[src/rtl/ustc_fan_collect.sv]
// ustc_fan_collect
//   Collects one FAN output vector (NUM_IN lines) and drains its result
//   lines one per cycle, lowest line index first.
//
// Ports
//   clk        sole clock, rising edge
//   rst_n      asynchronous active-low reset
//   in_valid   a FAN output vector is present on in
//   in_ready   collector is idle and can accept a vector
//   in         NUM_IN packed lines, line i at in[i*DW_LINE +: DW_LINE]
//              line = {ctrl, row, data}; ctrl[0]=valid, ctrl[1]=result
//   out_valid  a result is presented
//   out_ready  downstream accepts the result
//   out_data   data field of the presented line
//   out_row    row field of the presented line
//   out_idx    line position the result came from
//   out_last   final result of the current vector
module ustc_fan_collect #(
  parameter int NUM_IN  = 32,
  parameter int DW_DATA = 8,
  parameter int DW_ROW  = 4,
  parameter int DW_CTRL = 4,
  parameter int DW_LINE = DW_DATA + DW_ROW + DW_CTRL
) (
  input  logic                      clk,
  input  logic                      rst_n,
  input  logic                      in_valid,
  output logic                      in_ready,
  input  logic [NUM_IN*DW_LINE-1:0] in,
  output logic                      out_valid,
  input  logic                      out_ready,
  output logic [DW_DATA-1:0]        out_data,
  output logic [DW_ROW-1:0]         out_row,
  output logic [4:0]                out_idx,
  output logic                      out_last
);

  typedef enum logic {IDLE, SCAN} state_t;

  state_t                      state, state_nxt;
  logic [NUM_IN*DW_LINE-1:0]   lines;
  logic [NUM_IN-1:0]           pending;
  logic [NUM_IN-1:0]           in_mask;
  logic [4:0]                  sel;
  logic                        accept;
  logic                        fire;
  logic                        one_left;
  logic [DW_LINE-1:0]          sel_line;

  // Only ctrl[1:0] of each line matter; the remaining ctrl bits are
  // intentionally ignored.
  logic unused_in;
  logic unused_sel_ctrl;
  assign unused_in       = ^in;
  assign unused_sel_ctrl = ^sel_line[DW_LINE-1:DW_DATA+DW_ROW];

  assign accept = in_valid && (state == IDLE);
  assign fire   = out_valid && out_ready;

  // Result-line mask of the incoming vector.
  always_comb begin
    in_mask = '0;
    for (int unsigned i = 0; i < NUM_IN; i++) begin
      in_mask[i] = in[i*DW_LINE + DW_DATA + DW_ROW] &
                   in[i*DW_LINE + DW_DATA + DW_ROW + 1];
    end
  end

  // Lowest-indexed pending line.
  always_comb begin
    logic found;
    sel   = '0;
    found = 1'b0;
    for (int unsigned i = 0; i < NUM_IN; i++) begin
      if (!found && pending[i]) begin
        sel   = 5'(i);
        found = 1'b1;
      end
    end
  end

  assign sel_line = lines[sel*DW_LINE +: DW_LINE];
  // Exactly one bit set: non-zero and clearing the lowest bit leaves zero.
  assign one_left = (pending != '0) &&
                    ((pending & (pending - NUM_IN'(1))) == '0);

  always_comb begin
    state_nxt = state;
    case (state)
      IDLE: if (accept && (in_mask != '0)) state_nxt = SCAN;
      SCAN: if (fire && one_left)           state_nxt = IDLE;
      default:                              state_nxt = IDLE;
    endcase
  end

  always_ff @(posedge clk or negedge rst_n) begin
    if (!rst_n) begin
      state   <= IDLE;
      lines   <= '0;
      pending <= '0;
    end else begin
      state <= state_nxt;
      if (accept) begin
        lines   <= in;
        pending <= in_mask;
      end else if (fire) begin
        pending <= pending & ~(NUM_IN'(1) << sel);
      end
    end
  end

  always_comb begin
    in_ready  = (state == IDLE);
    out_valid = (state == SCAN);
    out_data  = '0;
    out_row   = '0;
    out_idx   = '0;
    out_last  = 1'b0;
    if (out_valid) begin
      out_data = sel_line[DW_DATA-1:0];
      out_row  = sel_line[DW_DATA +: DW_ROW];
      out_idx  = sel;
      out_last = one_left;
    end
  end

endmodule
[config.mk]
export PLATFORM = sky130hd
export DESIGN_NAME = ustc_fan_collect
export DESIGN_NICKNAME = d
export VERILOG_FILES = /design/src/rtl/ustc_fan_collect.sv
export SDC_FILE = /design/constraint.sdc
export NUM_CORES = 1
export LEC_CHECK = 0
export CAP_MARGIN = 20
export CORE_ASPECT_RATIO = 1.2
export CORE_MARGIN = 2
export CORE_UTILIZATION = 45
export CTS_CLUSTER_DIAMETER = 100
export DETAILED_ROUTE_END_ITERATION = 12
export PLACE_DENSITY = 0.83
export SLEW_MARGIN = 20
export SYNTH_ARGS = -nofsm -noshare
export SYNTH_HDL_FRONTEND = slang
export SYNTH_SLANG_ARGS = --single-unit
[constraint.sdc]
create_clock -name clk -period 5.9 [get_ports clk]
set_clock_uncertainty 0.05 [all_clocks]
set_input_delay 1.475 -clock clk [delete_from_list [all_inputs] [get_ports clk]]
set_output_delay 1.475 -clock clk [all_outputs]
set_load 0.02 [all_outputs]
==> results.py, run 1 <==
metrics = {
    "run_status": {
        "run_status": "finished, violations left",
        "violations": "setup timing",
    },
    "timing": {
        "final_period_minus_worst_setup_slack_ps": 6010,
        "fmax_mhz": 167,
        "drv_slew": 0,
        "rsz0062_at_grt": "yes",
        "finalSetupViolCount": 10,
        "finalWorstSetupSlack_ps": -106,
        "fin_crit_sh": 1.02,
        "tightest_slew_ps": 1170,
        "final_hold_viol_count": 0,
        "slew_headroom": 0.219,
    },
    "layout": {
        "drive_gt1_frac": 0.111,
        "layout_commonest_cell": "nand2_1",
        "area.growth.synth_to_final_pct": 42.7,
        "final_cell_mix": "1404 x nand2_1, 458 x clkdlybuf4s50_1, 417 x dfrtp_1, 114 x buf_4, 64 x o21ai_0",
        "fill_cells": 3632,
        "regArea_mm2": 0.0104,
        "nets": 3612,
        "final_cells": 3753,
        "multi_input_area_mm2": 0.0100,
        "final_util": 0.652,
    },
    "synth": {
        "synth_top_area_frac": 0.509,
        "yosys-top-cells-area": "dfrtp_1 51%, nand2_1 26%, clkbuf_1 2.6%, a31oi_1 2.1%, o221ai_1 2.1%",
        "ys.flop_type": "dfrtp_1",
        "syn_inst": 2605,
        "netlist_area_mm2": 0.0205,
        "synth_edf_count": 0,
        "ys_seq_elements": 417,
        "yosysWarnings": 0,
        "synth_top_area_cell": "dfrtp_1",
        "syn-num-nets": 3121,
        "ys_seq_area_frac": 0.509,
        "synthArstFlopShare": 1.00,
        "postSynthAreaPerCell_um2": 7.87,
        "synth_cell_types": 62,
    },
    "setup_path": {
        "arrival_ps": 4480,
        "cp_common_cell": "buf_4",
        "cp.required_ps": 4380,
        "worstSetupStartpointType": "register",
        "reg2reg_from": "pending[18]",
        "slowest_stage": "or4_4",
        "startpoint": "pending[19]",
        "worst_setup_path_end_kind": "primary output",
        "worstSetupPathType": "register to primary output",
        "path_max_fanout": 9,
        "cp_slowest_stage_delay_ps": 530,
        "rr_endpoint": "pending[7]",
        "reg2reg_setup_slack_ps": 2450,
        "crit_chain": "nor4_2 -> nand4_1 -> buf_4 -> nor3_4 -> a32oi_2 -> buf_4 -> or3_4 -> buf_12 -> buf_4 -> o221ai_1 -> a31oi_1 -> or4_4 -> or3_1 -> buf_4",
        "reg2regPathDepth": 13,
    },
    "placement": {
        "portBuffers": 471,
        "hpwlAfterDp_mm": 60.6,
        "placedCellCount": 3635,
        "gp_congestion": 0.973,
    },
    "drt": {
        "avgRoutedWirePerCell_um": 23.1,
        "vias": 21900,
        "drt-initial-drc-count": 2504,
        "via_per_inst": 5.85,
        "routed_wl_mm": 86.6,
        "route.detailed.drc": 0,
        "final_antenna_net_count": 0,
        "firstDrtPassIters": 8,
    },
    "power": {
        "max-vdd-ir-drop_mv": 0.731,
        "leakage_nw": 13.8,
        "powerDensity_mw_per_mm2": 798,
    },
    "global_routing": {
        "grt_max_degree": 240,
        "antenna_found_initial": 17,
        "grt_usage": 0.358,
        "grt_pass1_vias": 21200,
        "grt_pass1_wl_mm": 127,
        "grt_overflow": 0,
    },
    "clock_network": {
        "clk_transition_reported_paths_ps": 70,
        "numCtsBuffers": 44,
        "cts_root_buf": "clkbuf_16",
        "clockBufferDepth": 3,
        "cts_sinks": 417,
        "insertion_delay_ps": 590,
        "cts_tree": "done",
        "cts_max_level": 2,
    },
    "die": {
        "fp.dieH_um": 238,
        "die-area_mm2": 0.0473,
        "initial_core_util": 0.457,
        "row_count": 85,
        "core-area_mm2": 0.0449,
        "die_w_um": 199,
        "ios": 536,
    },
    "min_path": {
        "min_path_type": "register to register",
        "whs_endpoint": "lines[38]",
        "worstHoldStart": "lines[38]",
        "hold_depth": 2,
    },
    "run": {
        "drv_cap": 0,
    },
}
==> power by group <==
| group | total (W) | internal [W] | switching [W] |
|---|---|---|---|
| Sequential | 0.00528 | 0.00427 | 0.00102 |
| Clock | 0.00313 | 0.00188 | 0.00125 |
| Combinational | 0.0149 | 0.00593 | 0.00902 |
==> worst max-delay path: cells and delay by family, from the launching register on <==
family          cells  cell delay, ps
buf+inv             5             920
simple gates        6            2150
compound gates      3             400
flops               1             420
==> how the worst max path moves through the flow <==
stage	slack (ps)	end	cells after the start
global route	-170	out_row[1]	15
CTS	-60	out_data[2]	14
floorplan	770	out_data[0]	13
global placement	-60	out_data[4]	14
detailed placement	-90	out_data[4]	12
finish	-110	out_row[2]	14
==> metal layers <==
metal  wire [um]  track usage  vias to the layer above
li1            -            -                     9681
met1       32900        0.472                    10600
met2       39100        0.551                     1402
met3        8810       0.0684                      306
met4        5840        0.212                        6
met5          41            0                        -
==> flip-flops by register name, summed over array words and instances (netlist names) <==
register and flops:
out_valid 1, lines 384, pending 32
==> cell families (layout without fill, tap and decap cells) <==
kind of cell / count (synthesis) / after routing / share of synthesized area
multiplexers: 35 / 35 / 0.0171
adder cells (fa/ha/maj): 5 / 5 / 0.00244
AND/OR/NAND/NOR: 1606 / 1606 / 0.315
other: 0 / 13 / 0
AO/OA/AOI/OAI: 356 / 356 / 0.120
buffers and inverters: 185 / 711 / 0.0359
XOR/XNOR: 1 / 1 / 0.000427
flip-flops: 417 / 417 / 0.509
==> metrics by stage <==
stage                     area, um2  total power (W)  setup slack, ps  TNS [ps]  hold slack, ps
after floorplan               20500           0.0116              768         0             390
after global placement        26500           0.0172            -60.5      -176             408
after global routing          29300           0.0243             -174     -1470             440
after CTS                     28900           0.0222            -61.3      -175             427
final                         29300           0.0234             -106      -717             424
after detailed placement      26500           0.0174            -87.3      -177             412
==> layout make-up <==
class | count | area share
Antenna cell | 13 | 0.00111
Clock buffer | 56 | 0.0416
Clock inverter | 25 | 0.0142
Inverter | 8 | 0.00103
Multi-Input combinational cell | 2003 | 0.342
Sequential cell | 417 | 0.357
Tap cell | 609 | 0.0260
Timing Repair Buffer | 622 | 0.217
==> what timing repair did <==
item / in CTS / in global routing
endpoints found under the setup margin: 13 / 13
hold endpoints to repair: 0 / 0
resized for setup: 128 / 41
hold buffers: 0 / 0
gates cloned: 6 / 2
pin swaps: 20 / 8
setup buffers: 10 / 5
==> synth_stat cells (3+ instances only) <==
master / instances
a22oi_1: 12
and3_1: 3
maj3_1: 5
a21o_1: 4
nand4b_1: 9
or2_2: 9
or3_1: 12
nand3_1: 39
a311oi_1: 3
dfrtp_1: 417
nor2b_1: 4
o21ai_0: 67
o211ai_1: 14
mux2i_1: 34
clkbuf_1: 144
a21oi_1: 52
nor2_1: 41
and2_1: 5
nand4_1: 32
buf_2: 22
o21a_1: 4
o221ai_1: 48
o2111ai_1: 33
or4_1: 16
nor4_1: 10
buf_1: 8
a221oi_1: 5
inv_1: 8
o32a_1: 3
a31oi_1: 70
a32o_1: 15
o21ai_1: 3
nor3_1: 10
nand2_1: 1406
No activity file was read; power rests on OpenSTA's default activity.
==> run 2: changes to the inputs <==
--- a/config.mk
+++ b/config.mk
@@ -8,10 +8,11 @@
 export CAP_MARGIN = 20
 export CORE_ASPECT_RATIO = 1.2
 export CORE_MARGIN = 2
-export CORE_UTILIZATION = 45
+export CORE_UTILIZATION = 25
 export CTS_CLUSTER_DIAMETER = 100
 export DETAILED_ROUTE_END_ITERATION = 12
-export PLACE_DENSITY = 0.83
+export DONT_BUFFER_PORTS = 1
+export PLACE_DENSITY = 0.46
 export SLEW_MARGIN = 20
 export SYNTH_ARGS = -nofsm -noshare
 export SYNTH_HDL_FRONTEND = slang
==> results.py, run 2 (same netlist as run 1, synthesis figures left out) <==
metrics = {
    "run_status": {
        "run_status": "finished, violations left",
        "violations": "slew limit, setup timing",
    },
    "drt": {
        "route.detailed.drc": 0,
        "routed_wl_mm": 95.2,
        "vias": 19200,
        "drt-initial-drc-count": 1762,
        "via_per_inst": 5.13,
        "final_antenna_net_count": 0,
        "avgRoutedWirePerCell_um": 25.4,
        "firstDrtPassIters": 6,
    },
    "die": {
        "ios": 536,
        "core-area_mm2": 0.0816,
        "die-area_mm2": 0.0843,
        "initial_core_util": 0.251,
        "row_count": 115,
        "fp.dieH_um": 318,
        "die_w_um": 265,
    },
    "layout": {
        "final_cell_mix": "1400 x nand2_1, 414 x dfrtp_1, 98 x buf_4, 58 x o21ai_0, 54 x clkbuf_16",
        "max_flop_register": "lines",
        "area.growth.synth_to_final_pct": 25.5,
        "nets": 3152,
        "layout_commonest_cell": "nand2_1",
        "largest_register_ffs": 384,
        "drive_gt1_frac": 0.147,
    },
    "clock_network": {
        "cts_root_buf": "clkbuf_16",
        "cts_sinks": 417,
        "clk_transition_reported_paths_ps": 60,
        "insertion_delay_ps": 610,
        "cts_tree": "done",
        "numCtsBuffers": 49,
        "clockBufferDepth": 3,
        "cts_max_level": 2,
        "postCtsHoldBufs": 0,
    },
    "setup_path": {
        "worstSetupStartpointType": "register",
        "crit_cells": 14,
        "crit_chain": "nor4_4 -> buf_4 -> nand4_1 -> buf_4 -> or4_4 -> a32oi_4 -> buf_6 -> o21bai_4 -> buf_12 -> buf_16 -> a31oi_1 -> or4_4 -> or3_4 -> buf_6",
        "path_max_fanout": 9,
        "cp.required_ps": 4380,
        "worstSetupPathType": "register to primary output",
        "arrival_ps": 4550,
        "slowest_stage": "or4_4",
        "reg2regPathDepth": 15,
        "worstPathBufferInverterCount": 6,
        "crit_family": "simple AND/OR/NAND/NOR gates",
        "cp_slowest_stage_delay_ps": 570,
        "worst_setup_path_end_kind": "primary output",
    },
    "min_path": {
        "hold_depth": 2,
        "min_path_type": "register to register",
    },
    "timing": {
        "final_hold_viol_count": 0,
        "slew_headroom": -0.244,
        "tightest_slew_ps": 1870,
        "rsz0062_at_grt": "yes",
        "drv_slew": 167,
        "fin_crit_sh": 1.03,
        "hold_slack_ps": 425,
        "final_period_minus_worst_setup_slack_ps": 6070,
        "finalWorstSetupSlack_ps": -174,
        "finalSetupViolCount": 12,
        "fmax_mhz": 165,
    },
    "placement": {
        "portBuffers": 0,
        "gp_congestion": 0.917,
        "hpwlAfterDp_mm": 67.7,
    },
    "global_routing": {
        "grt_pass1_wl_mm": 134,
        "grt_overflow": 0,
        "antenna_found_initial": 26,
        "grt_pass1_vias": 19300,
        "grt_max_degree": 418,
        "grt_usage": 0.216,
    },
    "run": {
        "drv_cap": 0,
    },
}
[run 2: changes by cell type in the layout (fill, tap and decap cells not counted), moves of 9 or more]
cell,before,now
a31oi_1,57,45
diode_2,13,22
buf_4,114,98
clkdlybuf4s50_1,458,0
mux2i_1,32,21
[run 2: layout make-up]
type                    count  area (um2)
repair buffers            157        1790
well taps                1053        1320
inverters                   8        30.0
fillers                  8621       55800
multi-input cells        2003       10400
clock inverters            20         256
clock buffers              70        1450
diodes                     22        55.1
flip-flops and latches    417       10400
[run 2: per-stage QoR]
stage	util	instances	setup slack, ps	TNS (ps)	instance area (um2)
final	0.315	3750	-174	-1660	25700
after global routing	0.315	3745	-288	-3110	25700
after CTS	0.304	3710	-244	-2030	24800
after detailed placement	0.273	3600	-158	-158	22300
after global placement	0.273	3600	-174	-174	22300
after floorplan	-	2605	768	0	20500
[run 2: path summary, 6_finish.rpt]
| check | start | end | slack [ps] |
|---|---|---|---|
| max in group asynchronous | rst_n | pending[19] | 3670 |
| worst min-delay path | lines[372] | lines[372] | 430 |
| worst min register to register | lines[372] | lines[372] | 430 |
| min in group asynchronous | rst_n | lines[23] | 540 |
| worst max register to register | pending[2] | pending[9] | 2030 |
| worst max-delay path | pending[2] | out_data[4] | -170 |
[run 2: tightest hold or removal path: stages (launching register included)]
cell,delay [ps]
dfrtp_1,340
nand2_1,50
nand2_1,60
[run 2: layer usage]
layer / share of wire / wire, um / track usage
met5: 0.00058 / 55 / 0
met4: 0.026 / 2510 / 0.0804
met3: 0.070 / 6690 / 0.0420
met2: 0.46 / 43500 / 0.335
met1: 0.45 / 42400 / 0.299
[run 2: repair_timing]
action	CTS	global route
endpoints found under the setup margin	12	13
resized for setup	104	106
setup buffers	18	18
cloned	3	4
pin swaps	21	43
Power of run 2 is not shown: default switching activity piles up to over one toggle a cycle in this logic, so the estimate is an artifact.
==> run 3: changes to the inputs <==
--- a/config.mk
+++ b/config.mk
@@ -13,6 +13,7 @@
 export DETAILED_ROUTE_END_ITERATION = 12
 export DONT_BUFFER_PORTS = 1
 export PLACE_DENSITY = 0.46
+export RECOVER_POWER = 100
 export SLEW_MARGIN = 20
 export SYNTH_ARGS = -nofsm -noshare
 export SYNTH_HDL_FRONTEND = slang
==> results.py, run 3 (same netlist as run 1, synthesis figures left out) <==
metrics = {
    "timing": {
        "fmax_mhz": 165,
        "final_period_minus_worst_setup_slack_ps": 6070,
        "fin_crit_sh": 1.03,
        "slew_headroom": -1.74,
        "rsz0062_at_grt": "yes",
        "finalSetupViolCount": 12,
        "finalWorstSetupSlack_ps": -172,
        "tightest_slew_ps": 4110,
        "drv_slew": 616,
        "final_hold_viol_count": 0,
    },
    "clock_network": {
        "cts_sinks": 417,
        "numCtsBuffers": 49,
        "postCtsHoldBufs": 0,
        "cts_max_level": 2,
        "insertion_delay_ps": 610,
        "cts_root_buf": "clkbuf_16",
        "clockBufferDepth": 3,
        "cts_tree": "done",
        "clk_transition_reported_paths_ps": 60,
    },
    "die": {
        "ios": 536,
        "row_count": 115,
        "fp.dieH_um": 318,
        "die_w_um": 265,
        "die-area_mm2": 0.0843,
        "initial_core_util": 0.251,
        "core-area_mm2": 0.0816,
    },
    "setup_path": {
        "cp.required_ps": 4380,
        "slowest_stage": "or4_4",
        "worstSetupPathType": "register to primary output",
        "crit_chain": "nor4_4 -> buf_4 -> nand4_1 -> buf_4 -> or4_4 -> a32oi_4 -> o21ba_4 -> buf_6 -> buf_12 -> a21oi_4 -> a21oi_2 -> or4_4 -> or3_4 -> buf_6",
        "worst_setup_path_end_kind": "primary output",
        "cp_slowest_stage_delay_ps": 560,
        "worstSetupStartpointType": "register",
        "path_max_fanout": 6,
        "arrival_ps": 4550,
    },
    "drt": {
        "vias": 19200,
        "via_per_inst": 5.11,
        "route.detailed.drc": 0,
        "firstDrtPassIters": 5,
        "final_antenna_net_count": 0,
        "drt-initial-drc-count": 1710,
        "routed_wl_mm": 95.2,
        "avgRoutedWirePerCell_um": 25.4,
    },
    "global_routing": {
        "grt_usage": 0.216,
        "grt_pass1_vias": 19300,
        "grt_max_degree": 418,
        "antenna_found_initial": 26,
        "grt_overflow": 0,
        "grt_pass1_wl_mm": 134,
    },
    "layout": {
        "largest_register_ffs": 384,
        "final_cell_area_mm2": 0.0257,
        "drive_gt1_frac": 0.145,
        "layout_commonest_cell": "nand2_1",
        "final_util": 0.315,
        "max_flop_register": "lines",
        "nets": 3152,
        "area.growth.synth_to_final_pct": 25.2,
        "final_cells": 3749,
        "final_cell_mix": "1401 x nand2_1, 414 x dfrtp_1, 97 x buf_4, 58 x o21ai_0, 54 x clkbuf_16",
    },
    "placement": {
        "gp_congestion": 0.917,
        "hpwlAfterDp_mm": 67.7,
        "dpl_worst_slack_ps": -158,
        "portBuffers": 0,
        "placedCellCount": 3600,
        "placed_area_mm2": 0.0223,
    },
    "run_status": {
        "violations": "capacitance limit, slew limit, setup timing",
        "run_status": "finished, violations left",
    },
    "run": {
        "drv_cap": 4,
    },
    "min_path": {
        "min_path_type": "register to register",
    },
}
==> run 3: worst paths after layout <==
path                             from     endpoint  slack, ps  cells after the start
max in group asynchronous       rst_n   lines[132]       4210                      0
max                        pending[2]  out_data[7]       -170                     14
max reg2reg                 out_valid    lines[38]        210                      6
min in group asynchronous       rst_n    lines[96]        540                      0
min                        lines[372]   lines[372]        420                      2
min reg2reg                lines[372]   lines[372]        420                      2
==> run 3: layout make-up <==
cell class | instances | area [um2]
diodes | 21 | 52.6
inverters | 8 | 30.0
flip-flops and latches | 417 | 10400
fillers | 8630 | 55900
clock inverters | 20 | 256
repair buffers | 157 | 1740
clock buffers | 70 | 1450
multi-input cells | 2003 | 10400
well taps | 1053 | 1320
==> run 3: routing by layer <==
layer  GRT usage  vias to the layer above  wire, um
li1            -                     8762         -
met1       0.299                     9541     42400
met2       0.335                      758     43600
met3      0.0420                      107      6670
met4      0.0804                        8      2540
met5           0                        -        55
==> run 3: critical path, delay by kind of cell, from the launching register on <==
family / cells / cell delay [ps]
AOI/OAI and AO/OA: 4 / 730
buffers and inverters: 5 / 830
DFF: 1 / 450
and+or+nand+nor: 5 / 1920
==> run 3: repair_timing <==
action / 4_1_cts / 5_1_grt
buffers inserted: 18 / 18
endpoints found under the setup margin: 12 / 13
endpoints found under the hold margin: 0 / 0
gates resized for setup: 104 / 106
pin swaps: 21 / 43
gates cloned: 3 / 4
==> run 3: through the flow <==
step,hold slack [ps],TNS [ps]
2_1_floorplan,390,0
3_3_place_gp,409,-174
3_5_place_dp,411,-158
4_1_cts,428,-2030
5_1_grt,446,-41040
6_report,425,-1580
Power of run 3 is left out for the same reason.
